## config.mk

```make
export PLATFORM = sky130hd
export DESIGN_NAME = decode_stage_flat
export DESIGN_NICKNAME = d
export VERILOG_FILES = /design/src/rtl/atom_pkg.sv /design/src/rtl/decode_stage_if.sv /design/src/rtl/decode_stage_immediate.sv /design/src/rtl/decode_stage.sv /design/src/flat_wrapper.sv
export SDC_FILE = /design/constraint.sdc
export NUM_CORES = 1
export LEC_CHECK = 0
export CAP_MARGIN = 15
export CORE_ASPECT_RATIO = 0.7
export CORE_MARGIN = 3
export CORE_UTILIZATION = 51
export CTS_BUF_LIST = sky130_fd_sc_hd__clkbuf_16
export DETAILED_ROUTE_END_ITERATION = 6
export HOLD_SLACK_MARGIN = 0.02
export PLACE_DENSITY = 0.79
export SYNTH_ARGS = -nofsm -noshare
export SYNTH_HDL_FRONTEND = slang
export SYNTH_SLANG_ARGS = --single-unit
```

## constraint.sdc

```tcl
create_clock -name clk -period 4.85 [get_ports clk]
set_input_delay 1.2125 -clock clk [delete_from_list [all_inputs] [get_ports clk]]
set_output_delay 1.2125 -clock clk [all_outputs]
set_load 0.005 [all_outputs]
```

## src/rtl/atom_pkg.sv

```systemverilog
// Shared decode constants: RV32 base opcodes, one-hot instruction formats,
// skid-buffer states and the opcode classifier used by the decode stage.
package atom_pkg;

  localparam logic [6:0] OP_LUI    = 7'b0110111;
  localparam logic [6:0] OP_AUIPC  = 7'b0010111;
  localparam logic [6:0] OP_JAL    = 7'b1101111;
  localparam logic [6:0] OP_JALR   = 7'b1100111;
  localparam logic [6:0] OP_BRANCH = 7'b1100011;
  localparam logic [6:0] OP_LOAD   = 7'b0000011;
  localparam logic [6:0] OP_STORE  = 7'b0100011;
  localparam logic [6:0] OP_IMM    = 7'b0010011;
  localparam logic [6:0] OP_OP     = 7'b0110011;
  localparam logic [6:0] OP_FENCE  = 7'b0001111;
  localparam logic [6:0] OP_SYSTEM = 7'b1110011;

  localparam logic [4:0] FMT_I    = 5'b10000;
  localparam logic [4:0] FMT_S    = 5'b01000;
  localparam logic [4:0] FMT_B    = 5'b00100;
  localparam logic [4:0] FMT_U    = 5'b00010;
  localparam logic [4:0] FMT_J    = 5'b00001;
  localparam logic [4:0] FMT_NONE = 5'b00000;

  typedef enum logic [1:0] {
    ST_EMPTY = 2'd0,
    ST_ONE   = 2'd1,
    ST_FULL  = 2'd2
  } buf_state_e;

  function automatic logic [4:0] fmt_of(input logic [6:0] op);
    logic [4:0] f;
    f = FMT_NONE;
    case (op)
      OP_LUI, OP_AUIPC:                               f = FMT_U;
      OP_JAL:                                         f = FMT_J;
      OP_JALR, OP_LOAD, OP_IMM, OP_FENCE, OP_SYSTEM:  f = FMT_I;
      OP_STORE:                                       f = FMT_S;
      OP_BRANCH:                                      f = FMT_B;
      default:                                        f = FMT_NONE;
    endcase
    return f;
  endfunction

  // R-type carries no immediate, so it is the one legal opcode with FMT_NONE.
  function automatic logic op_legal(input logic [6:0] op);
    return (fmt_of(op) != FMT_NONE) || (op == OP_OP);
  endfunction

endpackage

```

## src/rtl/decode_stage_if.sv

```systemverilog
// Fetch-side and execute-side handshake/bus bundle of the decode stage.
interface decode_stage_if #(parameter int XLEN = 32);
  logic            in_valid;
  logic            in_ready;
  logic [31:0]     in_instr;
  logic [XLEN-1:0] in_pc;
  logic            out_valid;
  logic            out_ready;
  logic [XLEN-1:0] out_pc;
  logic [XLEN-1:0] out_imm;
  logic [4:0]      out_fmt;
  logic [4:0]      out_rd;
  logic [4:0]      out_rs1;
  logic [4:0]      out_rs2;
  logic [6:0]      out_opcode;
  logic [2:0]      out_funct3;
  logic [6:0]      out_funct7;
  logic            out_illegal;

  modport slave (
    input  in_valid, in_instr, in_pc, out_ready,
    output in_ready, out_valid, out_pc, out_imm, out_fmt, out_rd, out_rs1,
           out_rs2, out_opcode, out_funct3, out_funct7, out_illegal
  );

  modport master (
    output in_valid, in_instr, in_pc, out_ready,
    input  in_ready, out_valid, out_pc, out_imm, out_fmt, out_rd, out_rs1,
           out_rs2, out_opcode, out_funct3, out_funct7, out_illegal
  );
endinterface

```

## src/rtl/decode_stage_immediate.sv

```systemverilog
// Combinational immediate generator; format selects are one-hot, none set
// yields zero.
module immediate #(parameter int XLEN = 32) (
  input  logic [31:0]     instr_i,
  input  logic            is_type_i_i,
  input  logic            is_type_s_i,
  input  logic            is_type_b_i,
  input  logic            is_type_u_i,
  input  logic            is_type_j_i,
  output logic [XLEN-1:0] imm_o
);
  logic [31:0] imm32;

  always_comb begin
    imm32 = 32'd0;
    if (is_type_i_i)
      imm32 = {{20{instr_i[31]}}, instr_i[31:20]};
    else if (is_type_s_i)
      imm32 = {{20{instr_i[31]}}, instr_i[31:25], instr_i[11:7]};
    else if (is_type_b_i)
      imm32 = {{19{instr_i[31]}}, instr_i[31], instr_i[7], instr_i[30:25], instr_i[11:8], 1'b0};
    else if (is_type_u_i)
      imm32 = {instr_i[31:12], 12'd0};
    else if (is_type_j_i)
      imm32 = {{11{instr_i[31]}}, instr_i[31], instr_i[19:12], instr_i[20], instr_i[30:21], 1'b0};
  end

  // Wider datapaths keep the RV sign-extension of every immediate.
  assign imm_o = XLEN'($signed(imm32));
endmodule

```

## src/rtl/decode_stage.sv

```systemverilog
// Decode stage: classifies the incoming instruction, builds its immediate and
// holds decoded records in a main+skid buffer so in_ready is purely registered.
module decode_stage
  import atom_pkg::*;
#(parameter int XLEN = 32) (
  input  logic          clk,
  input  logic          rst,
  input  logic          flush,
  decode_stage_if.slave bus
);
  typedef struct packed {
    logic [XLEN-1:0] pc;
    logic [XLEN-1:0] imm;
    logic [4:0]      fmt;
    logic [4:0]      rd;
    logic [4:0]      rs1;
    logic [4:0]      rs2;
    logic [6:0]      opcode;
    logic [2:0]      funct3;
    logic [6:0]      funct7;
    logic            illegal;
  } rec_t;

  rec_t       rec_in, main_q, main_d, skid_q, skid_d;
  buf_state_e state_q, state_d;
  logic [4:0] fmt_in;
  logic [XLEN-1:0] imm_in;
  logic       acc;

  assign fmt_in = fmt_of(bus.in_instr[6:0]);

  immediate #(.XLEN(XLEN)) u_imm (
    .instr_i     (bus.in_instr),
    .is_type_i_i (fmt_in[4]),
    .is_type_s_i (fmt_in[3]),
    .is_type_b_i (fmt_in[2]),
    .is_type_u_i (fmt_in[1]),
    .is_type_j_i (fmt_in[0]),
    .imm_o       (imm_in)
  );

  always_comb begin
    rec_in.pc      = bus.in_pc;
    rec_in.imm     = imm_in;
    rec_in.fmt     = fmt_in;
    rec_in.rd      = bus.in_instr[11:7];
    rec_in.rs1     = bus.in_instr[19:15];
    rec_in.rs2     = bus.in_instr[24:20];
    rec_in.opcode  = bus.in_instr[6:0];
    rec_in.funct3  = bus.in_instr[14:12];
    rec_in.funct7  = bus.in_instr[31:25];
    rec_in.illegal = !op_legal(bus.in_instr[6:0]) || (bus.in_instr[1:0] != 2'b11);
  end

  assign acc = bus.in_valid && (state_q != ST_FULL);

  always_comb begin
    state_d = state_q;
    main_d  = main_q;
    skid_d  = skid_q;
    // Flush drops everything; a concurrent dequeue needs no extra handling.
    if (flush) begin
      state_d = ST_EMPTY;
    end else begin
      case (state_q)
        ST_EMPTY: if (acc) begin
          main_d  = rec_in;
          state_d = ST_ONE;
        end
        ST_ONE: begin
          if (acc && bus.out_ready) begin
            main_d = rec_in;
          end else if (acc) begin
            skid_d  = rec_in;
            state_d = ST_FULL;
          end else if (bus.out_ready) begin
            state_d = ST_EMPTY;
          end
        end
        ST_FULL: if (bus.out_ready) begin
          main_d  = skid_q;
          state_d = ST_ONE;
        end
        default: state_d = ST_EMPTY;
      endcase
    end
  end

  always_ff @(posedge clk) begin
    if (rst) begin
      state_q <= ST_EMPTY;
      main_q  <= '0;
      skid_q  <= '0;
    end else begin
      state_q <= state_d;
      main_q  <= main_d;
      skid_q  <= skid_d;
    end
  end

  assign bus.in_ready    = (state_q != ST_FULL);
  assign bus.out_valid   = (state_q != ST_EMPTY);
  assign bus.out_pc      = main_q.pc;
  assign bus.out_imm     = main_q.imm;
  assign bus.out_fmt     = main_q.fmt;
  assign bus.out_rd      = main_q.rd;
  assign bus.out_rs1     = main_q.rs1;
  assign bus.out_rs2     = main_q.rs2;
  assign bus.out_opcode  = main_q.opcode;
  assign bus.out_funct3  = main_q.funct3;
  assign bus.out_funct7  = main_q.funct7;
  assign bus.out_illegal = main_q.illegal;
endmodule

```

## src/flat_wrapper.sv

```systemverilog
// flat-port wrapper written by rule: the top's interface ports become plain ports
module decode_stage_flat import atom_pkg::*;
#(parameter int XLEN = 32)
  (clk, rst, flush, bus_in_valid, bus_in_instr, bus_in_pc, bus_out_ready, bus_in_ready, bus_out_valid, bus_out_pc, bus_out_imm, bus_out_fmt, bus_out_rd, bus_out_rs1, bus_out_rs2, bus_out_opcode, bus_out_funct3, bus_out_funct7, bus_out_illegal);
  decode_stage_if #(.XLEN(XLEN)) bus_i ();
  input  logic clk;
  input  logic rst;
  input  logic flush;
  input wire logic [$bits(bus_i.in_valid)-1:0] bus_in_valid;
  input wire logic [$bits(bus_i.in_instr)-1:0] bus_in_instr;
  input wire logic [$bits(bus_i.in_pc)-1:0] bus_in_pc;
  input wire logic [$bits(bus_i.out_ready)-1:0] bus_out_ready;
  output wire logic [$bits(bus_i.in_ready)-1:0] bus_in_ready;
  output wire logic [$bits(bus_i.out_valid)-1:0] bus_out_valid;
  output wire logic [$bits(bus_i.out_pc)-1:0] bus_out_pc;
  output wire logic [$bits(bus_i.out_imm)-1:0] bus_out_imm;
  output wire logic [$bits(bus_i.out_fmt)-1:0] bus_out_fmt;
  output wire logic [$bits(bus_i.out_rd)-1:0] bus_out_rd;
  output wire logic [$bits(bus_i.out_rs1)-1:0] bus_out_rs1;
  output wire logic [$bits(bus_i.out_rs2)-1:0] bus_out_rs2;
  output wire logic [$bits(bus_i.out_opcode)-1:0] bus_out_opcode;
  output wire logic [$bits(bus_i.out_funct3)-1:0] bus_out_funct3;
  output wire logic [$bits(bus_i.out_funct7)-1:0] bus_out_funct7;
  output wire logic [$bits(bus_i.out_illegal)-1:0] bus_out_illegal;
  assign bus_i.in_valid = bus_in_valid;
  assign bus_i.in_instr = bus_in_instr;
  assign bus_i.in_pc = bus_in_pc;
  assign bus_i.out_ready = bus_out_ready;
  assign bus_in_ready = bus_i.in_ready;
  assign bus_out_valid = bus_i.out_valid;
  assign bus_out_pc = bus_i.out_pc;
  assign bus_out_imm = bus_i.out_imm;
  assign bus_out_fmt = bus_i.out_fmt;
  assign bus_out_rd = bus_i.out_rd;
  assign bus_out_rs1 = bus_i.out_rs1;
  assign bus_out_rs2 = bus_i.out_rs2;
  assign bus_out_opcode = bus_i.out_opcode;
  assign bus_out_funct3 = bus_i.out_funct3;
  assign bus_out_funct7 = bus_i.out_funct7;
  assign bus_out_illegal = bus_i.out_illegal;
  decode_stage #(.XLEN(XLEN)) u_core (.clk(clk), .rst(rst), .flush(flush), .bus(bus_i));
endmodule
```

==> key figures <==
Route
  – 1st-iter DRT viols: slightly above 800
  – Via count: between 7000 and 8000
  – Post-route ant nets: 0
  – Via density: between 5 and 6
  – Remaining DRCs: 0
  – DRT Pass-1 Iters: 5
  – DR WL/cell: between 15 and 20 µm
  – Routed wire length: 23.4 mm

Global routing
  – Initial antenna violation count: 0
  – Largest net degree at the start of global routing: approximately 100
  – Gr ovfl total: 0
  – Tot GR Track Use: 0.246
  – Vias in the first global route: approximately 7200
  – First-pass GRT wire length: 37.6 mm

Place
  – Placer Congestion: just over 0.9
  – Port-buffer cells: between 150 and 200
  – Post-DP HPWL: 14.8 mm

Floorplanning
  – Die span in y: 114 µm
  – Initial core utilization: 0.534
  – Die width: about 160 µm
  – Row count: 38
  – Full die area: roughly 18000 µm²
  – Core box area: between 15000 and 20000 µm²
  – # IOs: between 150 and 200

Clock tree
  – Clk pin slew, worst setup/hold paths: around 0.06 ns
  – Post-CTS setup buffers: 0
  – Clk sink count: approximately 200
  – Post-CTS sizing: 0
  – Hold-fix buffers, CTS: 0
  – Clock root cell: clkbuf_16
  – TritonCTS clock tree: built
  – H-tree levels: 1
  – Clk buf depth: 3
  – Total CTS buffers: 20
  – Clock Latency Late Sink: roughly 0.49 ns

STA
  – TNS Setup: 0 ns
  – Final setup viols: 0
  – F_max: roughly 300 MHz
  – RSZ-0062 raised after global routing: false
  – Post-route clock skew: roughly 0.0086 ns
  – Final hold vios: 0
  – Worst slew pin tran: approximately 1.1 ns
  – Slew Viols, Final: 0
  – Slew HR: 0.293
  – Crit path time final: roughly 3.4 ns
  – Final period util: 0.694

Yosys
  – Yosys top cell by area: dfxtp_1
  – Main flop type after synthesis: dfxtp_1
  – Post-synthesis sequential area ratio: 0.488
  – Syn Area/Cell: a little over 8 µm²
  – Synth top area cells: dfxtp_1 49%, nand2_1 14%, a311oi_1 6.7%, a21oi_1 5.3%, nor2_1 5.3%
  – Asr flop ratio synth: 0
  – Cells after Synth: 1050
  – Post-synth EDFFs: 0
  – Synth Net Count: about 1100
  – Post-Syn Area: approximately 8400 µm²
  – Synth cell types: between 50 and 60
  – Yosys reg bits: approximately 210
  – Yosys Warn Count: 0
  – Synth top area share: 0.488

Setup path
  – CP startpoint: bus_in_instr[6]
  – CP Capture Type: register
  – Worst EP arrival: around 3.7 ns
  – Crit-path max FO: 15
  – Reg-to-Reg Start: u_core.state_q[1]
  – Crit path kind: input port to register
  – Critical Path Source Type: input port
  – Crit path required time: approximately 5.2 ns

Finish
  – Core Util, Final: 0.681
  – Ant diodes: 0
  – Final #Nets: 1234
  – P&R area growth vs syn: 27.7%
  – Fraction of layout cells with a size suffix above 1: 0.0571

Power and ir drop
  – Pleak: approximately 0.0036 µW
  – PwrDens: 339 nW/µm²
  – VDD IR max: slightly above 0.2 mV

Flow run
  – # Max-Cap Violations: 0

Hold path
  – Hold wc startpoint: u_core.skid_q[95]
  – Worst hold path type: register to register

Outcome
  – Outcome: completed
stage by stage:
| step | cell area (µm²) | total power [µW] | cells | hold slack, ns | worst slack, ns |
|---|---|---|---|---|---|
| after floorplan | 8450 | 2010 | 1050 | 0.433 | 2.35 |
| after global placement | 10200 | 2230 | 1363 | 0.440 | 1.19 |
| after detailed placement | 10200 | 2240 | 1363 | 0.447 | 1.08 |
| after CTS | 10800 | 3680 | 1393 | 0.455 | 1.56 |
| after global routing | 10800 | 3780 | 1393 | 0.468 | 1.21 |
| final | 10800 | 3650 | 1393 | 0.454 | 1.48 |
routing by layer:
layer  GRT usage  part of all wire  vias up
li1            -                 -     3878
met1       0.362              0.47     3752
met2       0.373              0.42      331
met3      0.0577             0.089       30
met4      0.0486             0.016        0
met5           0                 0        -
path summary, 6_finish.rpt:
check	endpoint	slack [ns]	depth (start not counted)
max	u_core.skid_q[65]	1.48	6
min	u_core.skid_q[95]	0.45	2
max reg2reg	u_core.skid_q[65]	2.53	4
min reg2reg	u_core.skid_q[95]	0.45	2
cell type report:
| cell class | instances | area (µm²) |
|---|---|---|
| Inverter | 4 | 15.0 |
| Fill cell | 1299 | 5040 |
| Sequential cell | 206 | 4120 |
| Clock inverter | 9 | 68.8 |
| Clock buffer | 21 | 526 |
| Multi-Input combinational cell | 746 | 3920 |
| Timing Repair Buffer | 187 | 1860 |
| Tap cell | 220 | 275 |
registers in the layout, indices dropped and copies added, names as in the netlist, 2 cells and up:
| name | flops |
|---|---|
| u_core.skid_q | 102 |
| u_core.bus.out_imm | 32 |
| u_core.bus.out_pc | 32 |
| u_core.bus.out_funct7 | 7 |
| u_core.bus.out_opcode | 7 |
| u_core.bus.out_fmt | 5 |
| u_core.bus.out_rd | 5 |
| u_core.bus.out_rs1 | 5 |
| u_core.bus.out_rs2 | 5 |
| u_core.bus.out_funct3 | 3 |
| u_core.state_q | 2 |
synth_stat cells, drive strengths merged (4+ instances only):
| cell type | n |
|---|---|
| o2bb2ai | 12 |
| dfxtp | 206 |
| inv | 4 |
| nor3 | 13 |
| a21oi | 91 |
| a211oi | 31 |
| a22oi | 12 |
| buf | 41 |
| nand2b | 6 |
| and2 | 4 |
| nand2 | 305 |
| o21ai | 31 |
| clkbuf | 53 |
| nor2 | 120 |
| a221oi | 19 |
| a311oi | 65 |
worst max-delay path, cell delays in order:
cell and delay [ns]:
clkdlybuf4s50_1 0.85, inv_1 0.18, o2111ai_2 0.38, nor2_1 0.14
a21oi_1 0.75, a211oi_1 0.18
where the power goes:
group / internal [µW] / total (µW) / switching [µW]
clock: 828 / 1450 / 624
sequential: 1750 / 1790 / 35.1
combinational: 207 / 413 / 206
logic make-up after synthesis:
logic type / after synthesis / share of synthesized area
AOI/OAI and AO/OA: 274 / 0.232
xor gates and xnor gates: 1 / 0.00104
buffers and inverters: 98 / 0.0511
DFF: 206 / 0.488
muxes: 2 / 0.00237
and+or+nand+nor: 469 / 0.225
placed cells by master (no fill, tap or decap), types with 2 or more instances in the layout:
cell and count:
clkbuf_16 21, nor2b_1 2, nand2_1 304, a311oi_1 65, a22oi_1 12, and3_1 2, o2bb2ai_1 12, a21oi_1 90
nor2_1 118, inv_1 6, a221oi_2 8, a221oi_1 11, nor2_4 2, a211oi_1 31, nor3_1 11, buf_12 2
clkinv_1 2, o22ai_1 3, and2_1 4, buf_4 13, o21bai_1 2, clkdlybuf4s50_1 171, nand3_1 3, mux2i_1 2
o21ai_0 30, dfxtp_1 206, inv_2 2, nand2b_1 6
Power figures use the tool's default switching activity.
